File: src/rtl/picmicro_pc_stack_unit_pkg.sv
// Shared definitions for the midrange PC / return-stack unit:
// default geometry, reset and interrupt vectors, and the pc_op encoding.
package picmicro_pc_stack_unit_pkg;

   localparam int              PC_WIDTH_DEF     = 13;
   localparam int              STACK_DEPTH_DEF  = 8;
   localparam logic [12:0]     RESET_VECTOR_DEF = 13'h0000;
   localparam logic [12:0]     INT_VECTOR_DEF   = 13'h0004;

   typedef enum logic [2:0] {
      PC_OP_NOP    = 3'd0,
      PC_OP_INC    = 3'd1,
      PC_OP_GOTO   = 3'd2,
      PC_OP_CALL   = 3'd3,
      PC_OP_RETURN = 3'd4,
      PC_OP_PCL_WR = 3'd5,
      PC_OP_INT    = 3'd6,
      PC_OP_RSVD   = 3'd7
   } pc_op_e;

endpackage

File: src/rtl/picmicro_return_stack.sv
// Circular hardware return stack with PIC16 wrap semantics: overflow overwrites
// the oldest entry, underflow still pops, and both raise a one-cycle pulse.
module picmicro_return_stack #(
   parameter int PC_WIDTH    = 13,
   parameter int STACK_DEPTH = 8,
   parameter int DEPTH_W     = $clog2(STACK_DEPTH) + 1
) (
   input  logic                clk,
   input  logic                rst,
   input  logic                push,
   input  logic                pop,
   input  logic [PC_WIDTH-1:0] push_data,
   output logic [PC_WIDTH-1:0] pop_data,
   output logic [DEPTH_W-1:0]  depth,
   output logic                overflow,
   output logic                underflow
);

   localparam int SP_W = $clog2(STACK_DEPTH);

   logic [PC_WIDTH-1:0] mem [STACK_DEPTH];
   logic [SP_W-1:0]     sp;
   logic                full;
   logic                empty;

   assign full     = (depth == DEPTH_W'(STACK_DEPTH));
   assign empty    = (depth == '0);
   // sp always names the next free slot, so the top of stack sits one below it.
   assign pop_data = mem[sp - SP_W'(1)];

   always_ff @(posedge clk or posedge rst) begin
      if (rst) begin
         // NOTE: the storage is cleared on reset because an underflowing pop
         // returns whatever an entry holds, and that must be a defined zero.
         for (int i = 0; i < STACK_DEPTH; i++) begin
            mem[i] <= '0;
         end
         sp        <= '0;
         depth     <= '0;
         overflow  <= 1'b0;
         underflow <= 1'b0;
      end else begin
         overflow  <= push && full;
         underflow <= pop && empty;
         if (push) begin
            mem[sp] <= push_data;
            sp      <= sp + SP_W'(1);
            if (!full) begin
               depth <= depth + DEPTH_W'(1);
            end
         end else if (pop) begin
            sp <= sp - SP_W'(1);
            if (!empty) begin
               depth <= depth - DEPTH_W'(1);
            end
         end
      end
   end

endmodule

File: src/rtl/picmicro_pc_stack_unit.sv
// Program counter and return stack for the midrange core: executes one PC
// operation per op_en strobe and drives the program memory fetch address.
module picmicro_pc_stack_unit
   import picmicro_pc_stack_unit_pkg::*;
#(
   parameter int                  PC_WIDTH     = PC_WIDTH_DEF,
   parameter int                  STACK_DEPTH  = STACK_DEPTH_DEF,
   parameter logic [PC_WIDTH-1:0] RESET_VECTOR = RESET_VECTOR_DEF,
   parameter logic [PC_WIDTH-1:0] INT_VECTOR   = INT_VECTOR_DEF
) (
   input  logic                           clk,
   input  logic                           rst,
   input  logic                           op_en,
   input  logic [2:0]                     pc_op,
   input  logic [10:0]                    k_addr,
   input  logic [4:0]                     pclath,
   input  logic [7:0]                     pcl_data,
   output logic [PC_WIDTH-1:0]            pc_out,
   output logic [7:0]                     pcl_out,
   output logic [$clog2(STACK_DEPTH):0]   stk_depth,
   output logic                           stk_overflow,
   output logic                           stk_underflow
);

   pc_op_e              op;
   logic [PC_WIDTH-1:0] pc_plus1;
   logic [PC_WIDTH-1:0] goto_target;
   logic [PC_WIDTH-1:0] pcl_target;
   logic [PC_WIDTH-1:0] pc_next;
   logic [PC_WIDTH-1:0] push_data;
   logic [PC_WIDTH-1:0] pop_data;
   logic                push;
   logic                pop;

   assign op          = pc_op_e'(pc_op);
   assign pc_plus1    = pc_out + PC_WIDTH'(1);
   assign goto_target = PC_WIDTH'({pclath[4:3], k_addr});
   assign pcl_target  = PC_WIDTH'({pclath, pcl_data});
   assign pcl_out     = pc_out[7:0];

   // CALL saves the next instruction; INT saves the one it preempted.
   assign push      = op_en && (op == PC_OP_CALL || op == PC_OP_INT);
   assign pop       = op_en && (op == PC_OP_RETURN);
   assign push_data = (op == PC_OP_INT) ? pc_out : pc_plus1;

   always_comb begin
      // NOTE: defaulting pc_next to the current PC first keeps this purely
      // combinational; any op path that forgets to assign would otherwise
      // leave a latch behind.
      pc_next = pc_out;
      if (op_en) begin
         unique case (op)
            PC_OP_INC:    pc_next = pc_plus1;
            PC_OP_GOTO:   pc_next = goto_target;
            PC_OP_CALL:   pc_next = goto_target;
            PC_OP_RETURN: pc_next = pop_data;
            PC_OP_PCL_WR: pc_next = pcl_target;
            PC_OP_INT:    pc_next = INT_VECTOR;
            default:      pc_next = pc_out;
         endcase
      end
   end

   always_ff @(posedge clk or posedge rst) begin
      if (rst) begin
         pc_out <= RESET_VECTOR;
      end else begin
         // NOTE: non-blocking so every register sampled on this edge sees the
         // pre-edge PC, independent of process evaluation order.
         pc_out <= pc_next;
      end
   end

   picmicro_return_stack #(
      .PC_WIDTH    (PC_WIDTH),
      .STACK_DEPTH (STACK_DEPTH),
      .DEPTH_W     ($clog2(STACK_DEPTH) + 1)
   ) u_stack (
      .clk       (clk),
      .rst       (rst),
      .push      (push),
      .pop       (pop),
      .push_data (push_data),
      .pop_data  (pop_data),
      .depth     (stk_depth),
      .overflow  (stk_overflow),
      .underflow (stk_underflow)
   );

endmodule
File: config.mk
export PLATFORM = sky130hd
export DESIGN_NAME = picmicro_pc_stack_unit
export DESIGN_NICKNAME = d
export VERILOG_FILES = /design/src/rtl/picmicro_pc_stack_unit_pkg.sv /design/src/rtl/picmicro_return_stack.sv /design/src/rtl/picmicro_pc_stack_unit.sv
export SDC_FILE = /design/constraint.sdc
export NUM_CORES = 1
export LEC_CHECK = 0
export CAP_MARGIN = 5
export CORE_MARGIN = 3
export CORE_UTILIZATION = 40
export DETAILED_ROUTE_END_ITERATION = 8
export SLEW_MARGIN = 20
export SYNTH_ARGS = -nofsm -noshare
export SYNTH_HDL_FRONTEND = slang
export SYNTH_SLANG_ARGS = --single-unit
File: constraint.sdc
create_clock -name clk -period 3.9 [get_ports clk]
set_input_delay 0.78 -clock clk [delete_from_list [all_inputs] [get_ports clk]]
set_output_delay 0.78 -clock clk [all_outputs]
set_load 0.01 [all_outputs]
After elaboration in Yosys (flattened, before gate mapping)
Index checks and enable logic that the tools add are counted.

operators by class
  $add $sub $neg = 5
  $lt $le $gt $ge = 3
  bitwise operators = 2
  muxes and demuxes = 14
  reduce and logical (&&, ||, !) cells = 12
  equal/unequal tests = 9

operators with widths
  cell                                                       count
  bitwise mux 104 bit                                        1
  case mux 13 bit (5 select lines)                           1
  two-way mux 13 bit                                         4
  binary-select mux 13 bit (select 3 bit)                    1
  demux 13 bit (select 3 bit)                                1
  two-way mux 4 bit                                          4
  adder 13 x 1 -> 13 bit (second input constant)             1
  == test 3 bit (second input constant)                      3
  greater-or-equal comparator 4 bit (second input constant)  2
  inverter 3 -> 4 bit                                        2
  == test 3 x 2 -> 1 bit (second input constant)             2
  two-way mux 3 bit                                          2
  logical AND 1 bit                                          5
  nonzero test 5 bit                                         1
  adder 4 x 1 -> 4 bit (second input constant)               1
  == test 4 bit (second input constant)                      1
  logical NOT 4 bit                                          1
  < comparator 4 x 1 -> 1 bit (second input constant)        1
  subtractor 4 x 1 -> 4 bit (second input constant)          1
  adder 3 x 1 -> 3 bit (second input constant)               1
  == test 3 x 1 -> 1 bit (second input constant)             1
  AND reduction 3 bit                                        1
  subtractor 3 x 1 -> 3 bit (second input constant)          1
  != test 2 x 1 -> 1 bit (second input constant)             1
  other kinds (5)                                            5

storage, ports and cells
  output and inout bits = 27
  word-level logic and storage cells = 58
  input port bits = 30
  register bits = 126

Logic depth before layout (Yosys ltp)
Gate-level depths: netlist of the first run.

  word-level depth = 6
  depth in mapped cells = 11
  depth with buffers taken out = 8

Cells and area by module
From an unflattened synthesis of the first run, not the netlist that was laid out.

second synthesis, totals
  cell total of the unflattened synthesis = 500
  area, all modules = 6,526.3 um^2

by module, submodules not included
  module                  cells each  area each (um^2)  seq. area each (um^2)  times used
  picmicro_return_stack   319         5,161.2           2,827.7                1
  picmicro_pc_stack_unit  181         1,365.1           325.3                  1

Worst setup path before layout of the first run
OpenSTA, ideal clock, no wires.

  path type = reg-to-reg
  start = register u_stack.sp[0]
  end = register pc_out[9]
  path slack = 1.376 ns
  required time = 3.781 ns
  stages on the path, launching flop included = 12
  data arrival time = 2.406 ns
  setup time = 0.119 ns
  buffers on the path = 4
  period minus slack after synthesis = 2.524 ns
  cells stage by stage = dfrtp_1 > inv_1 > clkbuf_1 > ha_1 > buf_2 > clkbuf_1 > buf_2 > mux2i_1 > nand3_1 > nand4_1 > o211ai_1 > o21a_1

between the ends
  longest elaborated chain between the ends = 6

RTL lines
  item                                                   RTL line                      source
  start: declaration                                     picmicro_return_stack.sv:22   logic [SP_W-1:0] sp;
  start signal: assignment                               picmicro_return_stack.sv:47   sp <= sp + SP_W'(1);
  start signal: assignment                               picmicro_return_stack.sv:52   sp <= sp - SP_W'(1);
  subtractor 3 x 1 -> 3 bit                              picmicro_return_stack.sv:29   assign pop_data = mem[sp - SP_W'(1)];
  inverter 3 -> 4 bit (implied by the code)              picmicro_return_stack.sv:29
  binary-select mux 13 bit (select 3 bit)                picmicro_return_stack.sv:29
  two-way mux 13 bit (implied by the code) (2 in a row)  picmicro_return_stack.sv:29
  case mux 13 bit (5 select lines)                       picmicro_pc_stack_unit.sv:52  unique case (op)
  end signal: assignment                                 picmicro_pc_stack_unit.sv:70  pc_out <= pc_next;
  end: declaration                                       picmicro_pc_stack_unit.sv:18  output logic [PC_WIDTH-1:0] pc_out,

Every way passes these cells. The select of a mux whose other input is x is not followed.
A chain may end at the register's enable or synchronous reset.

Worst setup path in the final report of the first run
  start = input pc_op[1]
  end = register u_stack.mem[35] (netlist bit)

between the ends
  longest elaborated chain between the ends = 3
  elaborated cells between the ends (all ways) = 6
  those cells by class = 2 x eq/ne; 2 x mux; 2 x reduce/logical

RTL lines
  item                                                             RTL line                                                    source
  start: declaration                                               picmicro_pc_stack_unit.sv:14                                input logic [2:0] pc_op,
  == test 3 bit / == test 3 x 2 -> 1 bit (equally long branches)   picmicro_pc_stack_unit.sv:42, picmicro_pc_stack_unit.sv:44
  two-way mux 13 bit / logical OR 1 bit (equally long branches)    picmicro_pc_stack_unit.sv:44, picmicro_pc_stack_unit.sv:42
  bitwise mux 104 bit / logical AND 1 bit (equally long branches)  picmicro_return_stack.sv:46, picmicro_pc_stack_unit.sv:42
  end signal: indexed assignment                                   picmicro_return_stack.sv:46                                 mem[sp] <= push_data;
  end: declaration                                                 picmicro_return_stack.sv:21                                 logic [PC_WIDTH-1:0] mem [STACK_DEPTH];

Parallel ways exist; a longest one is shown, timed or not.

==> results.md, run 1 <==
- Status: completed
- Critical path origin: pc_op[1]
- Die Span Y: 134.0 um
- HP Class: flop to flop
- Clock power share: 0.246
- Power density over the cells: approximately 800 nW/um^2
- Grt total ovfl: 0
- Final Util: 0.4956
- Crit path launch type: primary input
- Vias in the first global route: around 5300
- HPWL after detailed placement: 11.48 mm
- Sequential-to-total area share from yosys stat: 0.4812
- Layout cells sized above 1: 0.1403
- RSZ-0062 raised after global routing: no
- Placed Area: 7315 um^2
- EDFF count, synth: 0
- Achievable Freq: roughly 360 MHz
- CTS tree: built
- Hold Fails Final Rpt: 0
- Largest net degree at the start of global routing: 61
- Antenna violations before repair: 0
- Num Clock Sinks: 126
- DRT antenna net count: 0
- Total CTS buffers: 17
- #FFs+latches synth: 126
- CTS Buffer Depth: 2
- Clock-pin slew on the worst setup and hold paths: around 0.05 ns
- Worst R2R Setup Slack: 1.21 ns
- Hold_ws: 0.4717 ns
- Gate Count Post-Synth: 670
- Most frequent cell after synthesis: dfrtp_1
- Synthesized area: 6553 um^2
- Starting Density: 0.4110
- Worst Path Required: 4.16 ns
- Setup_tns: 0 ns
- Placer congestion estimate: 0.8547
- Antenna cells: 0
- Logic pwr share: 0.396
- Die W: 134.0 um
- DR pass1 iterations: 5
- Sw frac: 0.3733
- CP max FO: 17
- Slew HR: 0.4133
- Design area: approximately 7900 um^2
- Number of max-cap violations: 0
- Final setup viols: 0
- Drt initial violations: 392
- Syn_nets: just over 700
- Post-route DRC: 0
- Distinct cells, synth: 52
- R2R cell count: 8
- Switching Power: 2369 uW
- Kind of critical path: primary input to flop
- First-pass GRT wire length: 27.80 mm
- H-tree depth: 4
- Worst path arrival time: between 3 and 4 ns
- Int Pwr: ~4000 uW
- Area growth from synthesis to layout: 20.58%
- Synth top area share: 0.4812
- Yosys warns: 0
- Max Clock Skew: 0.007967 ns
- Worst slew pin tran: 0.8800 ns
- Routed via count: between 5000 and 6000
- Final-report max-slew violation count: 0
- Drt total wl: roughly 17 mm
- Ys async rst share: 1.000
- Placeable Area: 15940 um^2
- Post-cts repair resize count: 0
- Max IR drop VDD: 416.0 uV
- I/O Pins: 57
- Pleak: 0.003351 uW
- Worst r2r src: u_stack.sp[0]
- Vias/cell: around 5.6
- Syn avg cell area: about 10 um^2
- Root Driver: clkbuf_16
- R2r endpoint: pc_out[11]
- Nets: 749
- Hold_buf cts: 0
- Gr usage total: 0.1975
- Top_reg_cell synth: dfrtp_1
- Worst-Skew Late Latency: 0.42 ns
- Final Critical Period: 2.792 ns
- Most common library cells after synthesis: dfrtp_1, nand2_1, a21oi_1
- Worst setup endpoint: u_stack.mem[35]
- CP endpoint kind: flop
- Routed length per instance: between 15 and 20 um
- Period utilisation layout: 0.7160
- Seq pwr share: 0.358
- Top post-synthesis cells by area: dfrtp_1, a21oi_1, mux4_2, mux2i_1, nand2_1
- Die area: 17950 um^2
- Num rows: 46
- Cell taking the most area after synthesis: dfrtp_1
- Buffers on Ports: 56
- Post-CTS setup buffers: 0
## per-layer routing
layer	vias up	GRT usage	wire length, um
met2	162	0.3057	7929
met4	0	0.06057	252
met3	19	0.05664	1115
met5	-	0	0
met1	2591	0.2709	7752
li1	2466	-	-
## worst min path at each step
stage | from | endpoint | slack [ns] | cells past startpoint
after floorplan | u_stack.mem[26] | u_stack.mem[26] | 0.44 | 2
after global placement | u_stack.mem[79] | u_stack.mem[79] | 0.45 | 2
after detailed placement | u_stack.mem[89] | u_stack.mem[89] | 0.46 | 2
after CTS | u_stack.mem[89] | u_stack.mem[89] | 0.47 | 2
after global routing | u_stack.mem[89] | u_stack.mem[89] | 0.49 | 2
final | u_stack.mem[89] | u_stack.mem[89] | 0.47 | 2
## power by group through the flow
| stage | Sequential (uW) | Combinational (uW) | Clock, uW |
|---|---|---|---|
| after floorplan | 2190 | 1840 | 0 |
| after global placement | 2260 | 2460 | 0 |
| after detailed placement | 2290 | 2510 | 0 |
| after CTS | 2270 | 2530 | 1590 |
| after global routing | 2350 | 2790 | 1650 |
| final | 2270 | 2510 | 1560 |
## layout make-up
cell class	instances	area [um^2]
fill	1427	8041
sequential	126	3153
multi-input combinational	479	3078
timing repair buffer	85	790.8
clock buffer	17	425.4
tap	216	270.3
clock inverter	15	161.4
inverter	5	22.52
## state kept, by name, indices dropped and copies added (netlist names)
signal and count:
pc_out 13, u_stack.depth 4, u_stack.mem 104, u_stack.overflow 1, u_stack.sp 3, u_stack.underflow 1
## metrics by stage
step	cells	setup slack, ns	total power [uW]
final	943	1.108	6347
after global routing	943	0.9384	6785
after CTS	943	1.159	6390
after detailed placement	911	0.7271	4801
after global placement	911	0.7928	4711
after floorplan	670	1.376	4032
## cells by family after synthesis
group	synth area share
AO/OA/AOI/OAI	0.1657
flip-flops	0.4812
buffers and inverters	0.04945
multiplexers	0.1041
adder cells (fa/ha/maj)	0.009547
XOR/XNOR	0.02807
AND/OR/NAND/NOR	0.1619
## critical path, cell delays in order
cell and delay (ns):
clkdlybuf4s50_1 0.76, nand2_1 0.12, or2_2 0.40, and3_1 0.20
xnor2_1 0.60, o21ai_0 0.18
## layout by cell type, fill, tap and decap left out, drive strengths merged, types with 3 or more instances in the layout
cell type,n
nand3,26
nor2b,10
o221ai,3
dfrtp,126
clkinv,5
mux2,5
and4,4
nor4,4
nand2,82
xor2,9
nand4,9
o311a,5
nor2,60
and3,6
mux4,14
o21ai,64
a21oi,65
and2,5
a31oi,8
nor3,6
mux2i,31
clkinvlp,5
buf,29
clkbuf,17
inv,8
xnor2,12
a21o,3
ha,5
clkdlybuf4s50,56
o211ai,13
o21a,7
(Power assumes the default switching activity.)
==> run 2, diff against run 1 <==
==> constraint.sdc (replaced) <==
create_clock -name clk -period 2.83 [get_ports clk]
set_input_delay 0.566 -clock clk [delete_from_list [all_inputs] [get_ports clk]]
set_output_delay 0.566 -clock clk [all_outputs]
set_load 0.01 [all_outputs]
==> run 2 against run 1 <==
Count of clock-buffer cells in the layout rose by 5. Sequential power rose by 39%. Flip-flop and latch count did not move. Utilization rose by 0.63 points. Die area did not move. Critical path depth rose by 2. Largest cell class unchanged. Highest routed layer unchanged.
==> results.md, run 2 (synthesis results as in run 1) <==
- Worst-Skew Late Latency: slightly above 0.4 ns
- Buffers & Inverters on Critical Path: 2
- Final Util: 0.5019
- Largest net degree at the start of global routing: 92
- CP most frequent cell: nand2_1
- HP Class: flop to flop
- Layout cells sized above 1: 0.1541
- Period utilisation layout: 0.8692
- Achievable Freq: between 400 and 500 MHz
- CP endpoint kind: flop
- HPWL after detailed placement: 12.09 mm
- Commonest non-fill, non-tap cell in the layout: dfrtp_1
- Post-cts repair resize count: 0
- Max IR drop VDD: 597.6 uV
- Num rows: 46
- Hold_ws: approximately 0.48 ns
- Area growth from synthesis to layout: 22.11%
- Die area: 17950 um^2
- Slowest stage cell, crit path: ha_2
- Kind of critical path: flop to flop
- Worst path top cell family by delay: adder cells
- CTS tree: built
- Crit path launch type: flop
- Placeable Area: 15940 um^2
- Max FFs per register: 104
- First-pass GRT wire length: 29.28 mm
- Vias in the first global route: 5180
- Total CTS buffers: 17
- Largest reg by FF count: u_stack.mem
- Placed Area: 7432 um^2
- CTS Buffer Depth: 2
- Starting Density: 0.4110
- Clock-pin slew on the worst setup and hold paths: 0.06 ns
- DR WL met2: approximately 8 mm
- Number of max-cap violations: 0
- I/O Pins: 57
- Nets: ~760
- Met3 wire length: between 1 and 1.5 mm
- Routed via count: 5319
- Drt initial violations: 436
- Place WS: roughly 0.18 ns
- Pleak: 0.003415 uW
- Routed length per instance: 18.99 um
- Die W: 134.0 um
- Slew HR: 0.5250
- Root Driver: clkbuf_16
- Grt total ovfl: 0
- CP max FO: 11
- Num Clock Sinks: 126
- WL met1: about 8.5 mm
- Max Clock Skew: 0.007840 ns
- Critical Path Max Stage Delay: about 0.55 ns
- Antenna cells: 0
- Worst Path Required: 3.13 ns
- Vias/cell: 5.564
- Hold Fails Final Rpt: 0
- Buffers on Ports: 56
- DRT antenna net count: 0
- Post-route DRC: 0
- Final Critical Period: about 2.5 ns
- Worst path arrival time: about 2.8 ns
- Final-report max-slew violation count: 0
- Power density over the cells: around 1100 nW/um^2
- Setup ws final: 0.3702 ns
- Largest registers: u_stack.mem x104, pc_out x13, u_stack.depth x4
- Highest-count cells in the layout ignoring fill and taps: dfrtp_1, nand2_1, a21oi_1
- RSZ-0062 raised after global routing: no
- Crit path cell chain: inv_1 > ha_2 > buf_4 > mux4_2 > mux2i_1 > o221ai_1 > nand2_1 > nand2_1
- Antenna violations before repair: 0
- Hold_buf cts: 0
- Die Span Y: 134.0 um
- Final setup viols: 0
- DR pass1 iterations: 5
- Drt total wl: 18.15 mm
- Design area: 8001 um^2
- Gr usage total: 0.2105
- Placer congestion estimate: slightly below 0.9
- Worst slew pin tran: 0.7051 ns
- Post-CTS setup buffers: 0
- Setup_tns: 0 ns
- Status: completed
- H-tree depth: 4
- Highest routed layer: met4
[run 2: area by class of cell]
class	count	area, um^2
Inverter	5	22.52
Timing Repair Buffer	99	908.4
Clock buffer	22	484.2
Multi-Input combinational cell	479	3078
Fill cell	1467	7941
Clock inverter	9	85.08
Tap cell	216	270.3
Sequential cell	126	3153
[run 2: final timing paths]
check / startpoint / to / slack, ns / depth (start not counted)
hold reg to reg: u_stack.mem[84] / u_stack.mem[84] / 0.48 / 2
setup / recovery: u_stack.sp[1] / pc_out[0] / 0.37 / 8
setup reg to reg: u_stack.sp[1] / pc_out[0] / 0.37 / 8
min in group asynchronous: rst / u_stack.mem[37] / 0.65 / 3
max in group asynchronous: rst / u_stack.mem[1] / 1.79 / 3
hold / removal: u_stack.mem[84] / u_stack.mem[84] / 0.48 / 2
[run 2: worst min-delay path, stage by stage, from the launching register on]
cell and delay [ns]:
dfrtp_1 0.34, nand2_1 0.06, o21ai_2 0.05
[run 2: metrics by stage]
stage / total power (uW) / cells
2_1_floorplan: 5556 / 670
3_3_place_gp: 6679 / 925
3_5_place_dp: 6804 / 925
4_1_cts: 8911 / 956
5_1_grt: 9471 / 956
6_report: 8863 / 956
[run 2: metal layers]
metal	vias up	global-route usage
li1	2497	-
met1	2635	0.3062
met2	168	0.3156
met3	19	0.05139
met4	0	0.05829
met5	-	0
[run 2: where the power goes]
| group | switching (uW) | total [uW] | internal (uW) |
|---|---|---|---|
| Combinational | 1950 | 3630 | 1680 |
| Clock | 789 | 2080 | 1290 |
| Sequential | 563 | 3150 | 2580 |
==> run 3, diff against run 2 <==
--- a/config.mk
+++ b/config.mk
@@ -9,6 +9,7 @@
 export CORE_MARGIN = 3
 export CORE_UTILIZATION = 40
 export DETAILED_ROUTE_END_ITERATION = 8
+export PLACE_DENSITY_LB_ADDON = 0.12
 export SLEW_MARGIN = 20
 export SYNTH_ARGS = -nofsm -noshare
 export SYNTH_HDL_FRONTEND = slang
==> run 3 against run 2 <==
Count of clock-buffer cells in the layout fell by 2. First-iteration DRC count decreased by 0.46%. Design area is 2.0% higher. Total power grew 3.9%. Setup slack got worse by 0.016 ns. Via count fell by 1.5%. Critical path type unchanged. Critical endpoint is now pc_out[7]. Highest routed layer unchanged.
==> results.md, run 3 (synthesis results as in run 1) <==
- Clock-pin slew on the worst setup and hold paths: 0.06 ns
- Highest-count cells in the layout ignoring fill and taps: dfrtp_1, nand2_1, a21oi_1
- Kind of critical path: flop to flop
- I/O Pins: 57
- DR pass1 iterations: 5
- CTS Buffer Depth: 2
- Drt total wl: 17.64 mm
- Power density over the cells: 1129 nW/um^2
- HP Class: flop to flop
- H-tree depth: 4
- Placeable Area: 15940 um^2
- Routed via count: around 5200
- DRT antenna net count: 0
- Crit path launch type: flop
- Status: completed
- First-pass GRT wire length: 28.72 mm
- Pleak: between 0.003 and 0.004 uW
- Layout fillers: 1472
- Hold Fails Final Rpt: 0
- Die W: 134.0 um
- CTS tree: built
- Switching Power: approximately 3300 uW
- Slew HR: 0.5021
- Starting Density: 0.4110
- Largest reg by FF count: u_stack.mem
- Antenna cells: 0
- Placed Area: 7495 um^2
- Die Span Y: between 100 and 150 um
- Buffers on Ports: 56
- Clock power share: 0.266
- Post-cts repair resize count: 0
- Layout cells sized above 1: 0.1609
- Placer congestion estimate: 0.8613
- Num rows: 46
- Setup_tns: 0 ns
- Post-CTS setup buffers: 0
- Total power: 9207 uW
- Post-route DRC: 0
- Grt total ovfl: 0
- Achievable Freq: between 400 and 500 MHz
- Seq pwr share: 0.342
- Max FFs per register: 104
- RSZ-0062 raised after global routing: no
- Total CTS buffers: 17
- Root Driver: clkbuf_16
- Final-report max-slew violation count: 0
- Number of max-cap violations: 0
- Vias in the first global route: 5148
- Commonest non-fill, non-tap cell in the layout: dfrtp_1
- Final setup viols: 0
- Max Clock Skew: 0.005848 ns
- Vias/cell: 5.445
- Max IR drop VDD: ~510 uV
- Largest net degree at the start of global routing: 57
- Int Pwr: just under 6000 uW
- Die area: between 15000 and 20000 um^2
- Antenna violations before repair: 0
- Routed length per instance: 18.34 um
- Area growth from synthesis to layout: 24.50%
- Design area: 8158 um^2
- Worst-Skew Late Latency: roughly 0.42 ns
- Hold_buf cts: 0
- Nets: 768
- HPWL after detailed placement: 12.06 mm
- Worst Path Required: 3.13 ns
- Num Clock Sinks: 126
- Gr usage total: 0.2067
- Worst path arrival time: between 2 and 3 ns
- Logic pwr share: 0.393
- CP endpoint kind: flop
- Final Critical Period: ~2.5 ns
- Largest registers: u_stack.mem x104, pc_out x13, u_stack.depth x4
- Sw frac: 0.3566
- Period utilisation layout: 0.8747
- Drt initial violations: 434
- Worst slew pin tran: approximately 0.74 ns
- CP max FO: 12
- Final Util: 0.5117
==> run 3: changes by cell type in the layout (fill, tap and decap cells not counted), sizes merged <==
cell | previous run | this run
clkinv | 4 | 3
buf | 43 | 48
clkbuf | 22 | 20
inv | 5 | 7
bufinv | 1 | 5
clkinvlp | 4 | 2
==> run 3: per-layer routing <==
metal / wire length (um) / track usage / up-vias
li1: - / - / 2511
met1: 7892 / 0.2861 / 2533
met4: 345 / 0.07771 / 0
met3: 1158 / 0.04651 / 23
met2: 8248 / 0.3198 / 171
met5: 0 / 0 / -
==> run 3: path summary, 6_finish.rpt <==
path                       depth (start not counted)               to       startpoint  slack [ns]
setup / recovery                                   8        pc_out[7]    u_stack.sp[1]        0.35
hold / removal                                     2  u_stack.mem[57]  u_stack.mem[57]        0.48
setup reg to reg                                   8        pc_out[7]    u_stack.sp[1]        0.35
hold reg to reg                                    2  u_stack.mem[57]  u_stack.mem[57]        0.48
max in group asynchronous                          3       pc_out[10]              rst        1.60
min in group asynchronous                          2  u_stack.mem[71]              rst        0.56
==> run 3: area by class of cell <==
class / instances / area (um^2) / area share
Clock inverter: 12 / 206.4 / 0.02531
Tap cell: 216 / 270.3 / 0.03313
Timing Repair Buffer: 104 / 970.9 / 0.1190
Multi-Input combinational cell: 479 / 3078 / 0.3773
Inverter: 5 / 22.52 / 0.002761
Clock buffer: 20 / 456.7 / 0.05598
Sequential cell: 126 / 3153 / 0.3865
==> run 3: power groups by stage <==
stage          logic (uW)  registers, uW  clock network, uW
2_1_floorplan        2540           3020                  0
3_3_place_gp         3590           3120                  0
3_5_place_dp         3630           3160                  0
4_1_cts              3650           3140               2490
5_1_grt              4000           3260               2580
6_report             3610           3150               2450
==> run 3: critical path, cell delays in order, from the launching register on <==
cell and delay, ns:
dfrtp_1 0.48, inv_1 0.19, ha_2 0.57, buf_4 0.30
mux2i_1 0.21, a31oi_1 0.10, and4_1 0.25, a211oi_1 0.18
nor2_1 0.07
==> run 3: stage by stage <==
step,hold WS (ns),cells,setup WS (ns)
2_1_floorplan,0.4446,670,0.3057
4_1_cts,0.4769,962,0.3712
3_3_place_gp,0.4554,930,0.1119
5_1_grt,0.4999,962,0.1716
6_report,0.4780,962,0.3547
3_5_place_dp,0.4630,930,0.1084
